<file path="src/rtl/branch_predictor.sv">
// Fetch-side branch predictor: a direct-mapped BTB with a 2-bit saturating
// counter per entry. It also flags mispredictions and keeps saturating
// performance counters.
module branch_predictor #(
  parameter int IDX_BITS = 4,
  parameter int CNT_W    = 32
) (
  input  logic             clk,
  input  logic             rst,
  input  logic [31:0]      fetch_pc,
  output logic             pred_taken,
  output logic [31:0]      pred_target,
  input  logic             upd_valid,
  input  logic [31:0]      upd_pc,
  input  logic [2:0]       upd_br_type,
  input  logic             upd_br_taken,
  input  logic [31:0]      upd_target,
  input  logic             upd_pred_taken,
  input  logic [31:0]      upd_pred_target,
  output logic             mispredict,
  output logic [CNT_W-1:0] branch_cnt,
  output logic [CNT_W-1:0] mispred_cnt
);

  localparam int ENTRIES = 1 << IDX_BITS;
  localparam int TAG_W   = 32 - IDX_BITS - 2;
  localparam logic [CNT_W-1:0] CNT_ONE = {{(CNT_W-1){1'b0}}, 1'b1};
  localparam logic [2:0] BR_NEVER  = 3'b110;
  localparam logic [2:0] BR_ALWAYS = 3'b111;

  logic             valid_q  [ENTRIES];
  logic [TAG_W-1:0] tag_q    [ENTRIES];
  logic [31:0]      target_q [ENTRIES];
  logic [1:0]       ctr_q    [ENTRIES];

  logic [IDX_BITS-1:0] f_idx, u_idx;
  logic [TAG_W-1:0]    f_tag, u_tag;
  logic                f_hit, u_hit;
  logic                counted, mispred;
  logic                wr_en;
  logic [31:0]         wr_target;
  logic [1:0]          wr_ctr;

  // The low two PC bits are always zero for aligned instructions.
  logic unused_pc_lsbs;
  assign unused_pc_lsbs = ^{fetch_pc[1:0], upd_pc[1:0]};

  assign f_idx = fetch_pc[IDX_BITS+1:2];
  assign f_tag = fetch_pc[31:IDX_BITS+2];
  assign u_idx = upd_pc[IDX_BITS+1:2];
  assign u_tag = upd_pc[31:IDX_BITS+2];

  // Combinational lookup. It reads the pre-update table contents.
  always_comb begin
    f_hit       = valid_q[f_idx] && (tag_q[f_idx] == f_tag);
    pred_taken  = f_hit && ctr_q[f_idx][1];
    pred_target = pred_taken ? target_q[f_idx] : fetch_pc + 32'd4;
  end

  // Update decision: what to write into upd_pc's entry this cycle.
  always_comb begin
    u_hit     = valid_q[u_idx] && (tag_q[u_idx] == u_tag);
    counted   = upd_valid && (upd_br_type != BR_NEVER);
    mispred   = (upd_pred_taken != upd_br_taken) ||
                (upd_pred_taken && upd_br_taken && (upd_pred_target != upd_target));
    wr_en     = 1'b0;
    wr_target = target_q[u_idx];
    wr_ctr    = ctr_q[u_idx];
    if (counted) begin
      if (u_hit) begin
        wr_en = 1'b1;
        if (upd_br_type == BR_ALWAYS) begin
          wr_ctr    = 2'b11;
          wr_target = upd_target;
        end else if (upd_br_taken) begin
          wr_ctr    = (ctr_q[u_idx] == 2'b11) ? 2'b11 : ctr_q[u_idx] + 2'd1;
          wr_target = upd_target;
        end else begin
          wr_ctr    = (ctr_q[u_idx] == 2'b00) ? 2'b00 : ctr_q[u_idx] - 2'd1;
        end
      end else if (upd_br_taken) begin
        wr_en     = 1'b1;
        wr_target = upd_target;
        wr_ctr    = (upd_br_type == BR_ALWAYS) ? 2'b11 : 2'b10;
      end
    end
  end

  // BTB storage. An allocation overwrites whatever the entry held.
  always_ff @(posedge clk or posedge rst) begin
    if (rst) begin
      for (int unsigned i = 0; i < ENTRIES; i++) begin
        valid_q[i]  <= 1'b0;
        tag_q[i]    <= '0;
        target_q[i] <= '0;
        ctr_q[i]    <= 2'b01;
      end
    end else if (wr_en) begin
      valid_q[u_idx]  <= 1'b1;
      tag_q[u_idx]    <= u_tag;
      target_q[u_idx] <= wr_target;
      ctr_q[u_idx]    <= wr_ctr;
    end
  end

  // Misprediction pulse and saturating performance counters.
  always_ff @(posedge clk or posedge rst) begin
    if (rst) begin
      mispredict  <= 1'b0;
      branch_cnt  <= '0;
      mispred_cnt <= '0;
    end else begin
      mispredict <= counted && mispred;
      if (counted && (branch_cnt != '1))
        branch_cnt <= branch_cnt + CNT_ONE;
      if (counted && mispred && (mispred_cnt != '1))
        mispred_cnt <= mispred_cnt + CNT_ONE;
    end
  end

endmodule
</file>
<file path="config.mk">
export PLATFORM = sky130hd
export DESIGN_NAME = branch_predictor
export DESIGN_NICKNAME = d
export VERILOG_FILES = /design/src/rtl/branch_predictor.sv
export SDC_FILE = /design/constraint.sdc
export NUM_CORES = 2
export LEC_CHECK = 0
export ABC_AREA = 1
export CAP_MARGIN = 25
export CORE_ASPECT_RATIO = 1.5
export CORE_MARGIN = 1
export CORE_UTILIZATION = 50
export CTS_CLUSTER_SIZE = 28
export DETAILED_ROUTE_END_ITERATION = 12
export GPL_TIMING_DRIVEN = 0
export PLACE_DENSITY = 0.72
export SYNTH_ARGS = -nofsm -noshare
export SYNTH_HDL_FRONTEND = slang
export SYNTH_SLANG_ARGS = --single-unit
</file>
<file path="constraint.sdc">
create_clock -name clk -period 105 [get_ports clk]
set_input_delay 31.5 -clock clk [delete_from_list [all_inputs] [get_ports clk]]
set_output_delay 31.5 -clock clk [all_outputs]
set_load 0.05 [all_outputs]
</file>
==> key figures, run 1 <==
Clocking
  – H-tree depth: 3
  – Post-CTS Setup Inserts: 0
  – PostCTS Resize Cnt: 0
  – Num CTS Buffers: 106
  – Hold-fix buffers at CTS: 0
  – Root buffer cell: clkbuf_16
  – CTS max path bufs: 3
  – CTS Sinks: 1041

Synth
  – Count of cell types in the netlist: 51
  – Register area share after synthesis: 0.429
  – Seq cells post-synth: 1041
  – Post-synth EDFFs: 0
  – Yosys warnings: 0
  – Synthesized cell area: 60700 um2
  – Mapped Nets: 8933
  – Post-synth ARST share: 1.00
  – Synth Instances: 8793
  – Top FF cell, synth: dfrtp_1
  – Synthesized area per cell: 6.91 um2

Die
  – Row count: 156
  – Chip height: 429 um
  – Die width: 287 um
  – Initial core utilization: 0.504
  – Top Ports: 234

Global route
  – GRT Total Usage: 0.740
  – Number of global-route vias before repair: 75600
  – Global-route wire length before repair: 651 mm
  – Largest net degree at the start of global routing: 129
  – Grt total ovfl: 397

Placed design
  – Dpl cell area: 66100 um2
  – Final GP Congestion: 1.17
  – DP HPWL: 287 mm
  – PortBufs: 215

Run status
  – Failed at: global routing
  – Error: [ERROR GRT-0116] Global routing finished with congestion. Check the congestion regions in the DRC Viewer.
  – Status: did not finish
==> synthesized netlist by cell type, drive strengths merged (53+ instances only) <==
library cell | number | area [um2]
xnor2 | 58 | 508
nor2 | 612 | 2430
nand2 | 3583 | 13500
o22ai | 83 | 519
a21oi | 322 | 1610
o21ai | 971 | 4860
nand3 | 251 | 1260
clkbuf | 380 | 1430
or2 | 64 | 400
xor2 | 66 | 578
buf | 264 | 1450
inv | 514 | 1930
a22oi | 267 | 2000
o211ai | 53 | 398
dfrtp | 1025 | 25600
nand4 | 81 | 507
==> cells by family after synthesis <==
group	Yosys count	synth area share
compound gates	1798	0.168
xor+xnor	124	0.0179
simple gates	4658	0.304
buf+inv	1167	0.0797
fa+ha+maj	4	0.000824
mux	1	0.000165
flops	1041	0.429
==> per-stage QoR <==
step / hold slack [ps] / instances / setup WS (ps) / utilization
2_1_floorplan: 431 / 8793 / 38860 / -
3_5_place_dp: 453 / 10700 / 35120 / 0.549
4_1_cts: 470 / 10900 / 35110 / 0.580
3_3_place_gp: 444 / 10600 / 30670 / 0.539
==> metal layers <==
metal  GRT overflow  global-route usage
met1              0               0.767
met2            198               0.901
met3              3               0.564
met4            196               0.731
met5              0               0.166
==> inputs of run 2 (changes only) <==
Settings changed: CORE_ASPECT_RATIO 1.5 to unset, CORE_UTILIZATION 50 to 35, CTS_CLUSTER_SIZE 28 to unset, PLACE_DENSITY 0.72 to unset, PLACE_DENSITY_LB_ADDON set to 0.15.
==> run 2 against run 1 <==
The run now ends clean. Synthesized cell count unchanged. Area after synthesis unchanged.
==> key figures, run 2 <==
Run status
  – Status: finished clean

Die
  – Die width: 419 um
  – Top Ports: 234
  – Initial core utilization: 0.353
  – Chip height: 419 um
  – Die area: 175000 um2
  – Row count: 152
  – Core area: 172000 um2

Synth
  – Mapped Nets: 8933
  – Area leader, netlist: dfrtp_1
  – Post-synth ARST share: 1.00
  – Most common cell in the synthesized netlist: nand2_1
  – Post-synthesis mux area share: 0.000165
  – Top area cells in the synthesized netlist: dfrtp_1, nand2_1, o21ai_0
  – Most common library cells after synthesis: nand2_1, dfrtp_1, o21ai_0
  – Synth Area in XOR/XNOR: 0.0179
  – Synth Instances: 8793
  – Seq cells post-synth: 1041
  – Count of cell types in the netlist: 51
  – Largest family of logic cells by synthesized area: simple AND/OR/NAND/NOR gates
  – Share of Yosys cell area claimed by the top area cell type: 0.422
  – Yosys warnings: 0
  – Register area share after synthesis: 0.429
  – Synth Area in Simple Gates: 0.304
  – Post-synth EDFFs: 0
  – Synthesized area per cell: 6.91 um2
  – Synthesized cell area: 60700 um2
  – Top FF cell, synth: dfrtp_1
  – Adder-Cell Fraction of Synth Area: 0.000824
  – Compound-Gate Fraction of Synth Area: 0.168

Power
  – Worst VDD drop: 0.0190 mV
  – Cell area power density: 18.1 nW/um2
  – Pleak: 35.6 nW

Worst setup path
  – Buf/Inv on CP: 11
  – Crit-path max FO: 10
  – Cell Chain, Critical Path: clkdlybuf4s50_1 -> buf_2 -> inv_2 -> clkbuf_2 -> clkbuf_1 -> clkbuf_1 -> buf_2 -> buf_2 -> clkbuf_1 -> buf_8 -> o21ai_0 -> o221ai_1 -> nand3_1 -> nand3_1 -> nand2_1 -> nand2_1 -> clkdlybuf4s50_1
  – Crit path largest cell delay: 1020 ps
  – Critical path's slowest cell: clkbuf_1
  – Crit Path Class: input port to primary output
  – Kind of end point of the critical path: primary output
  – CP delay by family, top: buffers and inverters
  – Worst Path Arrival: 39210 ps
  – WP data required: 73500 ps
  – CP Launch Type: input port

Drt
  – Initial DRC Count: 13100
  – DRC: 0
  – DR top layer: met5
  – ANT nets after route: 0
  – Avg WL per Cell: 35.4 um
  – DR WL met3: 77.0 mm
  – Via count: 72800
  – Final WL: 415 mm
  – Vias per std cell: 6.21
  – Met2 wire length: 155 mm
  – DRT met1 WL: 155 mm
  – Drt first pass iters: 13

Final layout
  – Largest registers: target_q (512), tag_q (416)
  – Area growth syn-to-layout: 19.5%
  – Share of post-route cells with drive strength above 1: 0.0732
  – Most frequent cells in the layout: nand2_1, dfrtp_1, o21ai_0
  – Finished Layout Cells: 11700
  – Final #Nets: 9417
  – Final Core Density: 0.422
  – Largest register by flop count: target_q
  – Most common cell after layout, fill and taps aside: nand2_1
  – Final Cell Area: 72600 um2
  – Layout fillers: 18100
  – Max reg flops: 512

Timing
  – Final setup TNS: 0 ps
  – Clock Skew: 35.1 ps
  – Final min period: 70710 ps
  – Peak Freq: 0.0141 GHz
  – Hold Vio Cnt, Final: 0
  – Final worst-path cycle share: 0.673
  – Slew of the pin with the lowest slew margin: 1340 ps
  – Worst relative slew slack: 0.108
  – Slew Limit Fails: 0
  – RSZ-0062 raised after global routing: no
  – Final setup viols: 0
  – Post-route worst setup slack: 34290 ps

Placed design
  – DP HPWL: 304 mm
  – Place WS: 35090 ps
  – Final GP Congestion: 1.11
  – PortBufs: 215
  – DP Cell Count: 11400
  – Dpl cell area: 67800 um2

Clocking
  – Clock edge transition at the registers on the reported setup and hold paths: 60 ps
  – CTS Sinks: 1041
  – Hold-fix buffers at CTS: 0
  – Post-CTS Setup Inserts: 0
  – Clock Latency Late Sink: 830 ps
  – CTS max path bufs: 3
  – TritonCTS clock tree: yes
  – Root buffer cell: clkbuf_16
  – H-tree depth: 4
  – Num CTS Buffers: 136
  – PostCTS Resize Cnt: 0

Global route
  – Number of global-route vias before repair: 65100
  – Global-route wire length before repair: 552 mm
  – Largest net degree at the start of global routing: 110
  – Grt total ovfl: 0
  – Initial antenna violation count: 70
  – GRT Total Usage: 0.462

Min path
  – Tightest Hold Check Type: flip-flop to flip-flop

Run
  – Max cap viols: 0
-- run 2: metrics by stage --
| step | hold WS (ps) | total power, mW |
|---|---|---|
| 2_1_floorplan | 431 | 0.668 |
| 5_1_grt | 481 | 1.34 |
| 4_1_cts | 470 | 1.28 |
| 6_report | 471 | 1.31 |
| 3_5_place_dp | 460 | 0.801 |
| 3_3_place_gp | 457 | 0.792 |
-- run 2: worst reg2reg max path, stage by stage (launching register included) --
cell	delay, ps
dfrtp_1	580
nand2_1	170
nand2_1	80
nand2_1	60
nand2_1	70
nand2_1	50
nand2_1	340
nor2_1	600
o21ai_0	170
nor2_1	530
nand3_1	140
nor2_1	400
nand2_1	180
nand2_1	170
nand2_4	180
nor2_4	540
inv_2	190
clkbuf_1	540
buf_2	480
nand2_1	130
nand2_1	50
-- run 2: power by group --
group,internal (mW),switching [mW]
clock network,0.286,0.205
registers,0.464,0.0486
logic,0.0862,0.221
-- run 2: cell families after synthesis --
kind of cell,count (synthesis)
buffers and inverters,1167
AO/OA/AOI/OAI,1798
adder cells (fa/ha/maj),4
flip-flops,1041
multiplexers,1
XOR/XNOR,124
AND/OR/NAND/NOR,4658
-- run 2: final timing paths --
kind / start / end / slack (ps) / cells after the start
max: fetch_pc[2] / pred_target[13] / 34290 / 17
min: ctr_q[22]$_DFFE_PP1P_ / ctr_q[22]$_DFFE_PP1P_ / 470 / 2
max reg2reg: tag_q[15]$_DFFE_PP0P_ / tag_q[293]$_DFFE_PP0P_ / 99240 / 20
min reg2reg: ctr_q[22]$_DFFE_PP1P_ / ctr_q[22]$_DFFE_PP1P_ / 470 / 2
max in group asynchronous: rst / target_q[185]$_DFFE_PP0P_ / 71670 / 6
min in group asynchronous: rst / tag_q[27]$_DFFE_PP0P_ / 31060 / 2
-- run 2: layout make-up --
| type | count | area, um2 | share of cell area |
|---|---|---|---|
| diodes | 31 | 77.6 | 0.00107 |
| plain buffers | 644 | 2900 | 0.0399 |
| clock buffers | 201 | 4050 | 0.0557 |
| clock inverters | 36 | 460 | 0.00635 |
| inverters | 523 | 1970 | 0.0272 |
| multi-input cells | 6585 | 29800 | 0.411 |
| flip-flops and latches | 1041 | 26100 | 0.359 |
| well taps | 2310 | 2890 | 0.0398 |
| repair buffers | 346 | 4320 | 0.0595 |
-- run 2: layer usage --
layer	vias up	track usage
met1	35400	0.582
met4	50	0.255
met2	6560	0.598
met3	1455	0.279
met5	-	0.0114
li1	29400	-
Note: power is estimated with default switching activity, not from simulation.
